<file path="src/rtl/esd_controller_multi.sv">
// esd_controller_multi: supervises N_PAIRS dual-contact e-stops, a watchdog and an ack button; drives a latched fail-safe shutdown
// Ports: estop_a_n/estop_b_n/ack_n active-low raw inputs, wdg_kick raw kick (rising edge counts),
// shutdown_out 1 = plant safe, led_status, state_out (0 STARTUP 1 SAFE 2 ARMING 3 RUN),
// fault_cause sticky {disc, watchdog, pair pressed}, trip_count saturating RUN->SAFE count.
module esd_controller_multi #(
  parameter int N_PAIRS            = 2,
  parameter int DEBOUNCE_CYCLES    = 100,
  parameter int DISC_CYCLES        = 1000,
  parameter int WDG_TIMEOUT_CYCLES = 2500000,
  parameter int STARTUP_CYCLES     = 50,
  parameter int LED_BLINK_CYCLES   = 12500000
) (
  input  logic               clk,
  input  logic               rst,
  input  logic [N_PAIRS-1:0] estop_a_n,
  input  logic [N_PAIRS-1:0] estop_b_n,
  input  logic               ack_n,
  input  logic               wdg_kick,
  output logic               shutdown_out,
  output logic               led_status,
  output logic [1:0]         state_out,
  output logic [N_PAIRS+1:0] fault_cause,
  output logic [7:0]         trip_count
);
  localparam int NI  = 2*N_PAIRS+1;
  localparam int DBW = $clog2(DEBOUNCE_CYCLES+1);
  localparam int DCW = $clog2(DISC_CYCLES+1);
  localparam int WW  = $clog2(WDG_TIMEOUT_CYCLES+1);
  localparam int SW  = $clog2(STARTUP_CYCLES+1);
  localparam int LW  = $clog2(LED_BLINK_CYCLES+1);
  localparam logic [DBW-1:0] DB_LAST  = DBW'(DEBOUNCE_CYCLES-1);
  localparam logic [DCW-1:0] DC_LAST  = DCW'(DISC_CYCLES-1);
  localparam logic [WW-1:0]  WDG_LAST = WW'(WDG_TIMEOUT_CYCLES);
  localparam logic [SW-1:0]  ST_LAST  = SW'(STARTUP_CYCLES-1);
  localparam logic [LW-1:0]  LB_LAST  = LW'(LED_BLINK_CYCLES-1);
  typedef enum logic [1:0] {STARTUP = 2'd0, SAFE = 2'd1, ARMING = 2'd2, RUN = 2'd3} state_e;
  state_e             state_q, state_d;
  logic [NI-1:0]      s1_q, s2_q, deb_q;
  logic [DBW-1:0]     dbc_q [NI];
  logic [2:0]         kick_q;
  logic               ack_prev_q;
  logic [DCW-1:0]     dsc_q [N_PAIRS];
  logic [N_PAIRS-1:0] disc_q;
  logic [WW-1:0]      wdg_q;
  logic [SW-1:0]      st_q;
  logic [LW-1:0]      blink_cnt_q;
  logic               blink_q;
  logic [N_PAIRS+1:0] fault_q;
  logic [7:0]         trips_q;
  logic [N_PAIRS-1:0] deb_a, deb_b, pressed, differ;
  logic               ack_evt, kick_evt, active, wdg_to, trip, accept;
  assign deb_a    = deb_q[N_PAIRS-1:0];
  assign deb_b    = deb_q[2*N_PAIRS-1:N_PAIRS];
  assign pressed  = ~deb_a | ~deb_b;
  assign differ   = deb_a ^ deb_b;
  assign ack_evt  = deb_q[NI-1] & ~ack_prev_q;
  assign kick_evt = kick_q[1] & ~kick_q[2];
  assign active   = state_q == ARMING || state_q == RUN;
  assign wdg_to   = active && wdg_q == WDG_LAST;
  assign trip     = |pressed || |disc_q || wdg_to;
  // no pressed contact implies every pair agrees, so an accepted ack may also drop stale discrepancies
  assign accept   = state_q == SAFE && ack_evt && !(|pressed);
  always_comb begin
    state_d = state_q == STARTUP ? (st_q == ST_LAST ? SAFE : STARTUP)
            : state_q == SAFE    ? (accept ? ARMING : SAFE)
            : trip               ? SAFE
            : (state_q == ARMING && kick_evt) ? RUN : state_q;
  end
  always_ff @(posedge clk) begin
    if (rst) begin
      state_q     <= STARTUP;
      s1_q        <= '1;
      s2_q        <= '1;
      deb_q       <= '1;
      kick_q      <= '0;
      ack_prev_q  <= 1'b1;
      disc_q      <= '0;
      wdg_q       <= '0;
      st_q        <= '0;
      blink_cnt_q <= '0;
      blink_q     <= 1'b1;
      fault_q     <= '0;
      trips_q     <= '0;
      for (int i = 0; i < NI; i++) dbc_q[i] <= '0;
      for (int i = 0; i < N_PAIRS; i++) dsc_q[i] <= '0;
    end else begin
      state_q    <= state_d;
      s1_q       <= {ack_n, estop_b_n, estop_a_n};
      s2_q       <= s1_q;
      kick_q     <= {kick_q[1:0], wdg_kick};
      ack_prev_q <= deb_q[NI-1];
      for (int i = 0; i < NI; i++) begin
        if (s2_q[i] == deb_q[i]) dbc_q[i] <= '0;
        else if (dbc_q[i] == DB_LAST) begin
          dbc_q[i] <= '0;
          deb_q[i] <= s2_q[i];
        end else dbc_q[i] <= dbc_q[i] + 1'b1;
      end
      for (int i = 0; i < N_PAIRS; i++) begin
        dsc_q[i]  <= !differ[i] ? '0 : dsc_q[i] == DC_LAST ? dsc_q[i] : dsc_q[i] + 1'b1;
        disc_q[i] <= !accept && (disc_q[i] || (differ[i] && dsc_q[i] == DC_LAST));
      end
      wdg_q   <= (!active || kick_evt) ? '0 : wdg_to ? wdg_q : wdg_q + 1'b1;
      st_q    <= (state_q == STARTUP && st_q != ST_LAST) ? st_q + 1'b1 : st_q;
      fault_q <= accept ? '0 : state_q == STARTUP ? fault_q : fault_q | {|disc_q, wdg_to, pressed};
      trips_q <= (state_q == RUN && trip && trips_q != 8'hFF) ? trips_q + 1'b1 : trips_q;
      if (state_q != ARMING) begin
        blink_cnt_q <= '0;
        blink_q     <= 1'b1;
      end else if (blink_cnt_q == LB_LAST) begin
        blink_cnt_q <= '0;
        blink_q     <= ~blink_q;
      end else blink_cnt_q <= blink_cnt_q + 1'b1;
    end
  end
  assign shutdown_out = state_q != RUN;
  assign led_status   = state_q == RUN ? 1'b0 : state_q == ARMING ? blink_q : 1'b1;
  assign state_out    = state_q;
  assign fault_cause  = fault_q;
  assign trip_count   = trips_q;
endmodule

</file>
<file path="config.mk">
export PLATFORM = sky130hd
export DESIGN_NAME = esd_controller_multi
export DESIGN_NICKNAME = d
export VERILOG_FILES = /design/src/rtl/esd_controller_multi.sv
export SDC_FILE = /design/constraint.sdc
export NUM_CORES = 1
export LEC_CHECK = 0
export CAP_MARGIN = 20
export CORE_MARGIN = 2
export CORE_UTILIZATION = 37
export DETAILED_ROUTE_END_ITERATION = 8
export RECOVER_POWER = 50
export SLEW_MARGIN = 20
export SYNTH_ARGS = -nofsm -noshare
export SYNTH_HDL_FRONTEND = slang
export SYNTH_SLANG_ARGS = --single-unit
</file>
<file path="constraint.sdc">
create_clock -name clk -period 4.35 [get_ports clk]
set_clock_uncertainty 0.1 [all_clocks]
set_input_delay 0.87 -clock clk [delete_from_list [all_inputs] [get_ports clk]]
set_output_delay 0.87 -clock clk [all_outputs]
set_load 0.005 [all_outputs]
</file>
Word level (Yosys, flattened, before mapping)
Memory sizes are Yosys's and may differ from the RTL's.
Cells that the tools add are included.
{"block": "op_classes", "n_addsub": 11, "eq_ne": 22, "mux": 87, "n_bitwise": 32, "reduce_logical": 33}
{"cell": "7-bit 2-to-1 mux", "count": 15}
{"cell": "1-bit 2-to-1 mux", "count": 61}
{"cell": "10-bit 2-to-1 mux", "count": 6}
{"cell": "7-bit by 1-bit adder with 7-bit output, second input constant", "count": 5}
{"cell": "7-bit equality test, second input constant", "count": 5}
{"cell": "24-bit by 1-bit adder with 24-bit output, second input constant", "count": 1}
{"cell": "24-bit equality test, second input constant", "count": 1}
{"cell": "22-bit by 1-bit adder with 22-bit output, second input constant", "count": 1}
{"cell": "22-bit equality test, second input constant", "count": 1}
{"cell": "10-bit by 1-bit adder with 10-bit output, second input constant", "count": 2}
{"cell": "10-bit equality test, second input constant", "count": 2}
{"cell": "1-bit OR", "count": 17}
{"cell": "1-bit logical AND", "count": 11}
{"cell": "2-bit 2-to-1 mux", "count": 5}
{"cell": "2-bit AND reduction", "count": 5}
{"cell": "2-bit OR reduction", "count": 5}
{"cell": "8-bit by 1-bit adder with 8-bit output, second input constant", "count": 1}
{"cell": "8-bit inequality test, second input constant", "count": 1}
{"cell": "1-bit inverter", "count": 8}
{"cell": "6-bit by 1-bit adder with 6-bit output, second input constant", "count": 1}
{"cell": "6-bit equality test, second input constant", "count": 1}
{"cell": "1-bit logical OR", "count": 6}
{"cell": "6-bit inequality test, second input constant", "count": 1}
{"cell": "1-bit equality test", "count": 5}
{"cell": "12 further kinds", "count": 18}
{"block": "word_totals", "reg_bits": 88, "mem_bits_rw": 55, "in_bits": 8, "out_inout_bits": 16, "wordCells": 204, "memories": 2}
{"name": "dbc_q", "words": 5, "word_bits": 7, "read_ports": 5, "rd_clocked_by_memory_dff": 0, "write_ports": 5, "line": "39", "source": "logic [DBW-1:0] dbc_q [NI];"}
{"name": "dsc_q", "words": 2, "word_bits": 10, "read_ports": 2, "rd_clocked_by_memory_dff": 0, "write_ports": 2, "line": "42", "source": "logic [DCW-1:0] dsc_q [N_PAIRS];"}

Logic depth before layout (Yosys ltp)
{"block": "logic_depth", "depth_word": 8, "mapped_depth": 8, "mapped_depth_nobuf": 7}

Worst setup path before layout
OpenSTA, ideal clock, no wires.
{"block": "synth_timing", "kind": "register to register", "startpoint": "register wdg_q[0]", "endpoint": "register trips_q[2], in the netlist trip_count[2]", "arrival_time_ns": 1.785, "t_required_ns": 4.180, "setup_slack_ns": 2.395, "stages_incl_launch_ff": 9, "n_path_buf": 1, "synth_period_minus_slack_ns": 1.955, "path_cell_list": "dfxtp_1 inv_1 ha_1 and4b_1 nand4_1 a2111o_1 buf_6 or3_1 a21oi_1"}
{"block": "synth_between", "elab_chain_len": 5}
{"element": "start: declaration", "line": "44", "source": "logic [WW-1:0] wdg_q;"}
{"element": "start signal: assignment", "line": "103", "source": "wdg_q <= (!active || kick_evt) ? '0 : wdg_to ? wdg_q : wdg_q + 1'b1;"}
{"element": "22-bit equality test", "line": "59", "source": "assign wdg_to = active && wdg_q == WDG_LAST;"}
{"element": "1-bit logical AND", "line": "59"}
{"element": "1-bit logical OR", "line": "60", "source": "assign trip = |pressed || |disc_q || wdg_to;"}
{"element": "1-bit logical AND (2 in a row)", "line": "106", "source": "trips_q <= (state_q == RUN && trip && trips_q != 8'hFF) ? trips_q + 1'b1 : trips_q;"}
{"element": "end signal: assignment", "line": "106"}
{"element": "end: declaration", "line": "49", "source": "logic [7:0] trips_q;"}
Every way passes these cells.
A chain may end at the register's enable or synchronous reset.

==> flow_metrics.py <==
metrics = {
    "pwr": {
        "ir_drop_mv": 0.278,
        "p_leak_nw": 2.59,
        "power_mw": 3.00,
        "p_per_area_nw_per_um2": 400,
    },
    "logic_synthesis": {
        "netlist_area_sq_um": 6320,
        "yosys.area_share.adder_pct": 2.97,
        "yosys.area_share.simple_pct": 27.2,
        "synth_top_family_by_area": "simple AND/OR/NAND/NOR gates",
        "syn_area_per_cell_sq_um": 9.56,
        "synth.distinct_cells": 45,
        "synth_top_area_cell": "dfxtp_1",
        "synth.ff_latch_count": 143,
        "syn_inst": 661,
        "synth_top_area_share_pct": 34.2,
        "muxShareOfSynthArea_pct": 0.475,
        "ys_warn_count": 0,
        "synth_ff_type": "dfxtp_1",
        "synthXorXnorAreaFrac_pct": 12.3,
        "synth-compound-area-share_pct": 3.90,
        "synth-edff-count": 35,
        "synthTopCellsByArea": "dfxtp_1 34%, edfxtp_1 17%, nor2_1 7.5%, xor2_1 6.7%, xnor2_1 5.7%",
        "ys_seq_area_share_pct": 50.8,
        "async_reset_ff_share_pct": 0,
    },
    "sta": {
        "min_period_over_period_pct": 70.4,
        "worst_pin_slew_ns": 1.61,
        "fmax_mhz": 327,
        "hold_violations": 0,
        "setup_viol": 0,
        "slew_viol_final": 44,
        "rsz0062_at_grt": "no",
        "timing.final.ws_setup_ns": 1.29,
        "period_needed_ns": 3.06,
        "worst_hold_slack_ns": 0.308,
        "slew_headroom_pct": -7.62,
        "tns_ns": 0,
    },
    "route": {
        "post_drt_wl_per_cell_um": 12.0,
        "drtPass1Iterations": 5,
        "antenna_left": 0,
        "drc": 0,
        "via_per_inst": 4.84,
        "num_vias": 4612,
        "wl_um": 11400,
        "drt-initial-drc-count": 214,
    },
    "status": {
        "status": "finished with violations",
        "violations": "capacitance limit, slew limit",
    },
    "final_layout": {
        "fin_area_sq_um": 7510,
        "n_fill_cell": 1590,
        "finish.net_count": 742,
        "syn2layout_area_growth_pct": 18.8,
        "post-route-util_pct": 45.1,
        "n_antenna_cell": 0,
        "drive_above_1_share_pct": 6.83,
        "fin_cells": 952,
    },
    "critical_path": {
        "r2r_start": "deb_q[0]$_SDFFE_PP1N_",
        "cp-endpoint": "dbc_q[1][3]$_SDFFCE_PN0P_",
        "rrSetupSlack_ns": 1.90,
        "crit_type": "input pin to flip-flop",
        "cp.required_ns": 4.41,
        "rr_worst_depth": 6,
        "worstSetupStartpoint": "rst",
        "arrival_ns": 3.12,
        "end_kind": "flip-flop",
        "r2r-end": "trip_count[1]$_SDFFE_PP0P_",
        "startpoint_type": "input pin",
        "worstPathMaxFanout": 43,
    },
    "global_route": {
        "antenna_found_initial": 0,
        "grt_pass1_wl_um": 19600,
        "grt-ovfl-total": 0,
        "grt_usage_pct": 13.5,
        "grt_pass1_vias": 4431,
        "grt_start_max_net_pins": 44,
    },
    "clock_tree": {
        "cts_tree": "built",
        "worstSkewPairLatency_ns": 0.42,
        "cts_resized": 0,
        "clock_path_buffers": 2,
        "post_cts_buffers": 0,
        "cts.sinks": 143,
        "cts_max_level": 4,
        "numCtsBuffers": 17,
        "cts_hold_buf": 0,
        "cts_root_buffer": "clkbuf_16",
        "clk_pin_slew_ns": 0.06,
    },
    "floorplan": {
        "fp-row-count": 47,
        "coreArea_sq_um": 16600,
        "start_util_pct": 38.0,
        "pin_count": 24,
        "die_h_um": 135,
        "dieWidth_um": 135,
        "fp.dieArea_sq_um": 18100,
    },
    "place": {
        "portBuffers": 23,
        "placed_cell_area_sq_um": 6880,
        "placed_cells": 920,
        "gp_congestion": 0.784,
        "hpwlAfterDp_um": 7950,
        "post-place-ws_ns": 1.70,
    },
    "flow_run": {
        "maxCapViolCount": 1,
    },
    "worst_hold_path": {
        "worstHoldPathType": "flip-flop to flip-flop",
    },
}
registers in the layout, indices dropped and copies added (netlist names):
name and cells:
dsc_q 20, s1_q 5, st_q 6, dbc_q 35
ack_prev_q 1, blink_q 1, s2_q 5, deb_q 5
state_out 2, wdg_q 22, fault_cause 4, blink_cnt_q 24
trip_count 8, disc_q 2, kick_q 3
report_power, final:
part	internal (mW)	total (mW)	switching, mW
sequential	1.38	1.40	0.0177
combinational	0.0269	0.0567	0.0298
clock	1.00	1.54	0.538
per-layer routing:
layer / GRT usage (%) / wire length [um] / up-vias
met5: 0 / 0 / -
met4: 5.03 / 161 / 0
met3: 4.47 / 518 / 14
met2: 21.5 / 5330 / 67
met1: 17.1 / 5440 / 2174
li1: - / - / 2357
logic make-up after synthesis:
logic type,count (synthesis)
AND/OR/NAND/NOR,336
flip-flops,143
XOR/XNOR,89
AO/OA/AOI/OAI,40
buffers and inverters,34
adder cells (fa/ha/maj),15
multiplexers,3
other,1
how the worst min path moves through the flow:
| stage | cells past startpoint | endpoint | from | slack (ns) |
|---|---|---|---|---|
| after global routing | 1 | s2_q[1]$_SDFF_PP1_ | s1_q[1]$_SDFF_PP1_ | 0.33 |
| after CTS | 1 | s2_q[0]$_SDFF_PP1_ | s1_q[0]$_SDFF_PP1_ | 0.31 |
| after floorplan | 1 | s2_q[0]$_SDFF_PP1_ | s1_q[0]$_SDFF_PP1_ | 0.29 |
| final | 1 | s2_q[0]$_SDFF_PP1_ | s1_q[0]$_SDFF_PP1_ | 0.31 |
| after global placement | 1 | s2_q[0]$_SDFF_PP1_ | s1_q[0]$_SDFF_PP1_ | 0.29 |
| after detailed placement | 1 | s2_q[0]$_SDFF_PP1_ | s1_q[0]$_SDFF_PP1_ | 0.29 |
layout by cell type (no fill, tap or decap), types with 19 or more instances in the layout:
cell               n
nand2_1           34
xor2_1            48
conb_1            35
xnor2_1           41
clkdlybuf4s50_1   22
dfxtp_1          108
nand4_1           20
nor2_1           127
edfxtp_1          35
nand3_1           40
and3_1            19
cells in the mapped netlist (2+ instances only):
library cell,instances
nor4bb_1,3
a211o_1,5
nor4_1,3
and3_1,19
dfxtp_1,108
o31ai_1,3
nor2_1,127
mux2i_1,3
and4_1,5
buf_2,3
nor2b_1,11
nor4b_1,5
nor4b_2,2
nand2b_1,7
or3_1,15
nor3_1,14
a21boi_1,2
xnor2_1,41
or4_1,3
xor2_1,48
inv_1,15
nand4b_1,2
and2_1,4
clkbuf_1,15
o21ai_0,8
nand2_1,34
nand4_1,20
edfxtp_1,35
ha_1,15
a21oi_1,18
or2_2,15
nand3_1,40
critical path, cell delays in order:
cell	delay [ns]
dlygate4sd3_1	0.57
clkbuf_1	1.19
or3_1	0.41
nor2_1	0.08
area by class of cell:
| cell class | instances | area [sq um] | share of cell area [%] |
|---|---|---|---|
| inverters | 15 | 56.3 | 0.750 |
| flip-flops and latches | 143 | 3210 | 42.8 |
| clock inverters | 11 | 160 | 2.13 |
| well taps | 220 | 275 | 3.67 |
| clock buffers | 21 | 472 | 6.28 |
| multi-input cells | 518 | 3100 | 41.3 |
| repair buffers | 24 | 234 | 3.12 |
(Power assumes the default switching activity.)
